### src/rtl/paint_pkg.sv
// Shared definitions for the paint datapath: direction-pad bit positions and
// the auto-repeat FSM state encoding.
package paint_pkg;

  localparam int DIR_LEFT  = 3;
  localparam int DIR_UP    = 2;
  localparam int DIR_RIGHT = 1;
  localparam int DIR_DOWN  = 0;

  typedef enum logic [1:0] {
    ST_IDLE   = 2'd0,
    ST_DELAY  = 2'd1,
    ST_REPEAT = 2'd2
  } rep_state_t;

endpackage

### src/rtl/move_repeat_fsm.sv
// Hold-to-auto-repeat tracker: turns the sampled direction pad into step events
// (first press, after REPEAT_DELAY ticks, then every REPEAT_RATE ticks).
module move_repeat_fsm
  import paint_pkg::*;
#(
  parameter int REPEAT_DELAY = 4,
  parameter int REPEAT_RATE  = 2
) (
  input  logic       clock,
  input  logic       reset,
  input  logic       i_en,
  input  logic       i_load,
  input  logic [3:0] i_dir,
  output logic       o_step
);

  localparam int CNT_MAX = (REPEAT_DELAY > REPEAT_RATE) ? REPEAT_DELAY : REPEAT_RATE;
  localparam int CNT_W   = $clog2(CNT_MAX + 1);
  localparam logic [CNT_W-1:0] DELAY_LAST = CNT_W'(REPEAT_DELAY - 1);
  localparam logic [CNT_W-1:0] RATE_LAST  = CNT_W'(REPEAT_RATE - 1);

  rep_state_t       r_state, w_state_next;
  logic [CNT_W-1:0] r_cnt, w_cnt_next;
  logic [3:0]       r_dir_q, w_dir_q_next;
  logic             w_step;
  logic             w_pressed;
  logic             w_changed;

  assign w_pressed = (i_dir != 4'd0);
  assign w_changed = (i_dir != r_dir_q);

  always_ff @(posedge clock) begin
    if (reset) begin
      r_state <= ST_IDLE;
      r_cnt   <= '0;
      r_dir_q <= '0;
    end else begin
      r_state <= w_state_next;
      r_cnt   <= w_cnt_next;
      r_dir_q <= w_dir_q_next;
    end
  end

  always_comb begin
    w_state_next = r_state;
    w_cnt_next   = r_cnt;
    w_dir_q_next = r_dir_q;
    w_step       = 1'b0;
    if (i_load) begin
      w_state_next = ST_IDLE;
      w_cnt_next   = '0;
    end else if (i_en) begin
      unique case (r_state)
        ST_IDLE: begin
          if (w_pressed) begin
            w_step       = 1'b1;
            w_dir_q_next = i_dir;
            w_cnt_next   = '0;
            w_state_next = ST_DELAY;
          end
        end
        ST_DELAY, ST_REPEAT: begin
          if (!w_pressed) begin
            w_state_next = ST_IDLE;
            w_cnt_next   = '0;
          end else if (w_changed) begin
            // A new combination behaves like a fresh press: step now, re-arm the delay.
            w_step       = 1'b1;
            w_dir_q_next = i_dir;
            w_cnt_next   = '0;
            w_state_next = ST_DELAY;
          end else if (r_cnt == ((r_state == ST_DELAY) ? DELAY_LAST : RATE_LAST)) begin
            w_step       = 1'b1;
            w_cnt_next   = '0;
            w_state_next = ST_REPEAT;
          end else begin
            w_cnt_next = r_cnt + CNT_W'(1);
          end
        end
        default: begin
          w_state_next = ST_IDLE;
          w_cnt_next   = '0;
        end
      endcase
    end
  end

  assign o_step = w_step;

endmodule

### src/rtl/cursor_mover.sv
// Cursor X/Y register for the paint datapath: steps on repeat-FSM events with
// clamp or wrap at the screen edges, plus a clamped synchronous position load.
module cursor_mover
  import paint_pkg::*;
#(
  parameter int X_W          = 8,
  parameter int Y_W          = 7,
  parameter int X_MAX        = 159,
  parameter int Y_MAX        = 119,
  parameter int X_INIT       = 80,
  parameter int Y_INIT       = 60,
  parameter int STEP         = 1,
  parameter int WRAP         = 0,
  parameter int REPEAT_DELAY = 4,
  parameter int REPEAT_RATE  = 2
) (
  input  logic           clock,
  input  logic           reset,
  input  logic           enMove,
  input  logic [3:0]     directions,
  input  logic           load,
  input  logic [X_W-1:0] inX,
  input  logic [Y_W-1:0] inY,
  output logic [X_W-1:0] outX,
  output logic [Y_W-1:0] outY,
  output logic           moved
);

  localparam logic [X_W:0] XS  = (X_W+1)'(STEP);
  localparam logic [X_W:0] XM  = (X_W+1)'(X_MAX);
  localparam logic [X_W:0] XM1 = (X_W+1)'(X_MAX + 1);
  localparam logic [Y_W:0] YS  = (Y_W+1)'(STEP);
  localparam logic [Y_W:0] YM  = (Y_W+1)'(Y_MAX);
  localparam logic [Y_W:0] YM1 = (Y_W+1)'(Y_MAX + 1);

  logic [X_W-1:0] r_x, w_x_next, w_x_dec, w_x_inc, w_x_ld;
  logic [Y_W-1:0] r_y, w_y_next, w_y_dec, w_y_inc, w_y_ld;
  logic [X_W:0]   w_x_ext, w_x_sum;
  logic [Y_W:0]   w_y_ext, w_y_sum;
  logic           r_moved;
  logic           w_step;

  move_repeat_fsm #(
    .REPEAT_DELAY(REPEAT_DELAY),
    .REPEAT_RATE (REPEAT_RATE)
  ) u_fsm (
    .clock (clock),
    .reset (reset),
    .i_en  (enMove),
    .i_load(load),
    .i_dir (directions),
    .o_step(w_step)
  );

  // One extra bit keeps pos+STEP and the wrap sums free of overflow.
  assign w_x_ext = {1'b0, r_x};
  assign w_x_sum = w_x_ext + XS;
  assign w_x_dec = (w_x_ext < XS) ? ((WRAP != 0) ? X_W'(w_x_ext + XM1 - XS) : '0)
                                  : X_W'(w_x_ext - XS);
  assign w_x_inc = (w_x_sum > XM) ? ((WRAP != 0) ? X_W'(w_x_sum - XM1) : X_W'(X_MAX))
                                  : X_W'(w_x_sum);
  assign w_x_ld  = (inX > X_W'(X_MAX)) ? X_W'(X_MAX) : inX;

  assign w_y_ext = {1'b0, r_y};
  assign w_y_sum = w_y_ext + YS;
  assign w_y_dec = (w_y_ext < YS) ? ((WRAP != 0) ? Y_W'(w_y_ext + YM1 - YS) : '0)
                                  : Y_W'(w_y_ext - YS);
  assign w_y_inc = (w_y_sum > YM) ? ((WRAP != 0) ? Y_W'(w_y_sum - YM1) : Y_W'(Y_MAX))
                                  : Y_W'(w_y_sum);
  assign w_y_ld  = (inY > Y_W'(Y_MAX)) ? Y_W'(Y_MAX) : inY;

  always_comb begin
    w_x_next = r_x;
    w_y_next = r_y;
    if (load) begin
      w_x_next = w_x_ld;
      w_y_next = w_y_ld;
    end else if (w_step) begin
      if (directions[DIR_LEFT])       w_x_next = w_x_dec;
      else if (directions[DIR_RIGHT]) w_x_next = w_x_inc;
      if (directions[DIR_UP])         w_y_next = w_y_dec;
      else if (directions[DIR_DOWN])  w_y_next = w_y_inc;
    end
  end

  always_ff @(posedge clock) begin
    if (reset) begin
      r_x     <= X_W'(X_INIT);
      r_y     <= Y_W'(Y_INIT);
      r_moved <= 1'b0;
    end else begin
      r_x     <= w_x_next;
      r_y     <= w_y_next;
      r_moved <= (w_x_next != r_x) || (w_y_next != r_y);
    end
  end

  assign outX  = r_x;
  assign outY  = r_y;
  assign moved = r_moved;

endmodule

### config.mk
export PLATFORM = sky130hd
export DESIGN_NAME = cursor_mover
export DESIGN_NICKNAME = d
export VERILOG_FILES = /design/src/rtl/paint_pkg.sv /design/src/rtl/move_repeat_fsm.sv /design/src/rtl/cursor_mover.sv
export SDC_FILE = /design/constraint.sdc
export NUM_CORES = 1
export LEC_CHECK = 0
export CAP_MARGIN = 15
export CELL_PAD_IN_SITES_DETAIL_PLACEMENT = 1
export CELL_PAD_IN_SITES_GLOBAL_PLACEMENT = 2
export CORE_MARGIN = 3
export CORE_UTILIZATION = 33
export DETAILED_ROUTE_END_ITERATION = 12
export GPL_TIMING_DRIVEN = 0
export PLACE_DENSITY = 0.81
export SETUP_SLACK_MARGIN = 0.15
export SYNTH_ARGS = -nofsm -noshare
export SYNTH_HDL_FRONTEND = slang
export SYNTH_SLANG_ARGS = --single-unit
### constraint.sdc
create_clock -name clock -period 8.7 [get_ports clock]
set_input_delay 1.74 -clock clock [delete_from_list [all_inputs] [get_ports clock]]
set_output_delay 1.74 -clock clock [all_outputs]
set_load 0.01 [all_outputs]
==> impl_metrics.toml <==
[drt]
wl_mm = 11.7
drtPass1Iterations = 4
drc = 0
via_per_inst = 6.11
via_count = 3540
first_iter_violations = 253
ant_nets = 0
wl_per_cell_um = 20.3

[setup_path]
path_cells = "clkdlybuf4s50_1 -> clkbuf_1 -> nand2_1 -> o21ai_0 -> o311a_1 -> and4_1 -> nand4_1 -> a211o_1 -> o31ai_1 -> a41oi_1"
crit_path_start_kind = "input port"
slowest_stage = "o21ai_0"
cp-end-kind = "flip-flop"
cp_num_buf_inv = 2
r2r_slack_ns = 5.18
critPathTopFamily = "compound AO/OA/AOI/OAI gates"
cp.depth = 10
crit_required_ns = 8.84
critPathLaunch = "load"
worstPathArrival_ns = 4.61
path_class = "in2reg"
r2r_end = "moved$_SDFF_PP0_"
crit_fanout = 10
crit-reg2reg-launch = "outX[0]$_SDFF_PP0_"
endpoint = "moved$_SDFF_PP0_"
rr_worst_depth = 12
cpPeakStageDelay_ns = 0.51

[cts]
clock_latency_ns = 0.28
clockBufferDepth = 2
ctsHoldBuffers = 0
cts_resized = 0
numCtsBuffers = 3
post-cts-setup-buffers = 0
root_buffer = "clkbuf_8"
cts_tree = "yes"
htree_num_levels = 1
clk_pin_slew_worst_paths_ns = 0.10
clkSinkCount = 25

[finish]
multiInputGateArea_sq_um = 2200
seq_area_sq_um = 500
nFillCells = 1133
diodes = 0
fin_nets = 507
layout-drive-gt1-share = 0.0443
syn2layout_area_growth_pct = 18.3
final_cells = 579
mostFrequentLayoutCell = "nor2_1"
layout_common_cells = "nor2_1, nand2_1, a21oi_1, clkdlybuf4s50_1, clkbuf_1"

[global_routing]
globalRoute.totalOverflow = 0
first_global_vias = 3494
antenna_found_initial = 0
grt_usage = 0.236
grt_max_degree = 14
grt_pass1_wl_mm = 18.9

[floorplan]
die_w_um = 100
io_pins = 39
die_area_sq_um = 10100
coreArea_sq_um = 8420
die_height_um = 100
rows = 33
start_util = 0.348

[placement]
dpl.cell_count = 575
hpwl_mm = 9.10
place_congestion = 0.898
numPortBuffers = 36

[timing]
period_share = 0.514
clock_skew_ns = 0.00479
worst_slew_pin_slew_ns = 0.846
layout_min_cycle_time_ns = 4.47
slew_violations = 0
hold_viol = 0
grt_setup_unrepaired = "no"
setup_viol = 0
finalSetupTns_ns = 0
max_freq_mhz = 224
max_slew_margin = 0.431

[synth]
synthCells = 434
synth.cell_area_sq_um = 2930
synth_edf_count = 0
ys_seq_elements = 25
ys_types = 67
ys_seq_area_frac = 0.171
synthArstFlopShare = 0
synthFlopType = "dfxtp_1"
synth_fp_nets = 466
ys.warnings.count = 0
syn_area_per_cell_sq_um = 6.75

[power]
power_frac_comb = 0.442
seq_power_share = 0.348
finalPower_w = 0.000372
p_per_area_nw_per_um2 = 107
ir_drop_mv = 0.0475
switching_share = 0.408
internal_power_w = 0.000220
power_leakage_nw = 1.21
switchingPower_w = 0.000152
clkPwrFrac = 0.209

[min_path]
hp-class = "reg2reg"

[job]
cap_violations = 0

[outcome]
outcome = "complete, no violations"
sequential cells by signal (all words and copies together) (netlist names):
register	flops
u_fsm.r_dir_q	4
u_fsm.r_cnt	3
outX	8
moved	1
outY	7
u_fsm.r_state	2
power groups by stage:
stage / combinational (W) / clock [W] / sequential [W]
4_1_cts: 0.000164 / 0.0000801 / 0.000130
6_report: 0.000165 / 0.0000780 / 0.000130
3_5_place_dp: 0.000163 / 0 / 0.000132
5_1_grt: 0.000181 / 0.0000849 / 0.000131
2_1_floorplan: 0.000101 / 0 / 0.000133
3_3_place_gp: 0.000162 / 0 / 0.000132
stage by stage:
| step | hold WS [ns] | area (sq um) | worst slack (ns) | utilization |
|---|---|---|---|---|
| after CTS | 0.514 | 3470 | 4.21 | 0.412 |
| after global placement | 0.474 | 3420 | 3.89 | 0.406 |
| after floorplan | 0.458 | 2930 | 4.67 | - |
| after detailed placement | 0.500 | 3420 | 3.92 | 0.406 |
| after global routing | 0.539 | 3470 | 3.98 | 0.412 |
| final | 0.509 | 3470 | 4.23 | 0.412 |
routing by layer:
metal,up-vias,GRT usage,wire (um)
li1,1686,-,-
met1,1734,0.354,5680
met2,106,0.364,5250
met3,14,0.0236,645
met4,0,0.0477,164
met5,-,0,0
cells in the mapped netlist (all sizes together), types with 9 or more instances:
cell | n | share of area
nand2 | 41 | 0.052
o22ai | 9 | 0.019
nor2 | 48 | 0.061
or3 | 10 | 0.021
a21oi | 36 | 0.061
ha | 9 | 0.038
o21ai | 26 | 0.048
nand3 | 13 | 0.022
inv | 21 | 0.027
nor3 | 15 | 0.026
clkbuf | 27 | 0.035
dfxtp | 25 | 0.17
how the worst min path moves through the flow:
stage	start	endpoint	cells past startpoint
floorplan	u_fsm.r_state[1]$_SDFFE_PP0P_	u_fsm.r_state[1]$_SDFFE_PP0P_	2
CTS	u_fsm.r_state[1]$_SDFFE_PP0P_	u_fsm.r_state[1]$_SDFFE_PP0P_	2
global placement	u_fsm.r_state[1]$_SDFFE_PP0P_	u_fsm.r_state[1]$_SDFFE_PP0P_	2
global route	u_fsm.r_state[1]$_SDFFE_PP0P_	u_fsm.r_state[1]$_SDFFE_PP0P_	2
detailed placement	u_fsm.r_state[1]$_SDFFE_PP0P_	u_fsm.r_state[1]$_SDFFE_PP0P_	2
finish	u_fsm.r_state[1]$_SDFFE_PP0P_	u_fsm.r_state[1]$_SDFFE_PP0P_	2
worst min-delay path, cell delays in order, from the launching register on:
cell and delay, ns:
dfxtp_1 0.35, nand2_1 0.06, a21boi_0 0.06
area by class of cell:
cell class | instances | area share
multi-input cells | 354 | 0.635
clock buffers | 4 | 0.0130
flip-flops and latches | 25 | 0.144
inverters | 22 | 0.0238
well taps | 105 | 0.0379
plain buffers | 33 | 0.0422
repair buffers | 36 | 0.104
cell families (layout without fill, tap and decap cells):
| group | Yosys count | after routing | synth area share |
|---|---|---|---|
| xor gates and xnor gates | 15 | 15 | 0.0448 |
| DFF | 25 | 25 | 0.171 |
| and+or+nand+nor | 179 | 179 | 0.309 |
| adders and majority gates | 9 | 9 | 0.0384 |
| buffers and inverters | 55 | 95 | 0.0781 |
| AOI/OAI and AO/OA | 142 | 142 | 0.326 |
| muxes | 9 | 9 | 0.0324 |
No activity file was read; power rests on OpenSTA's default activity.
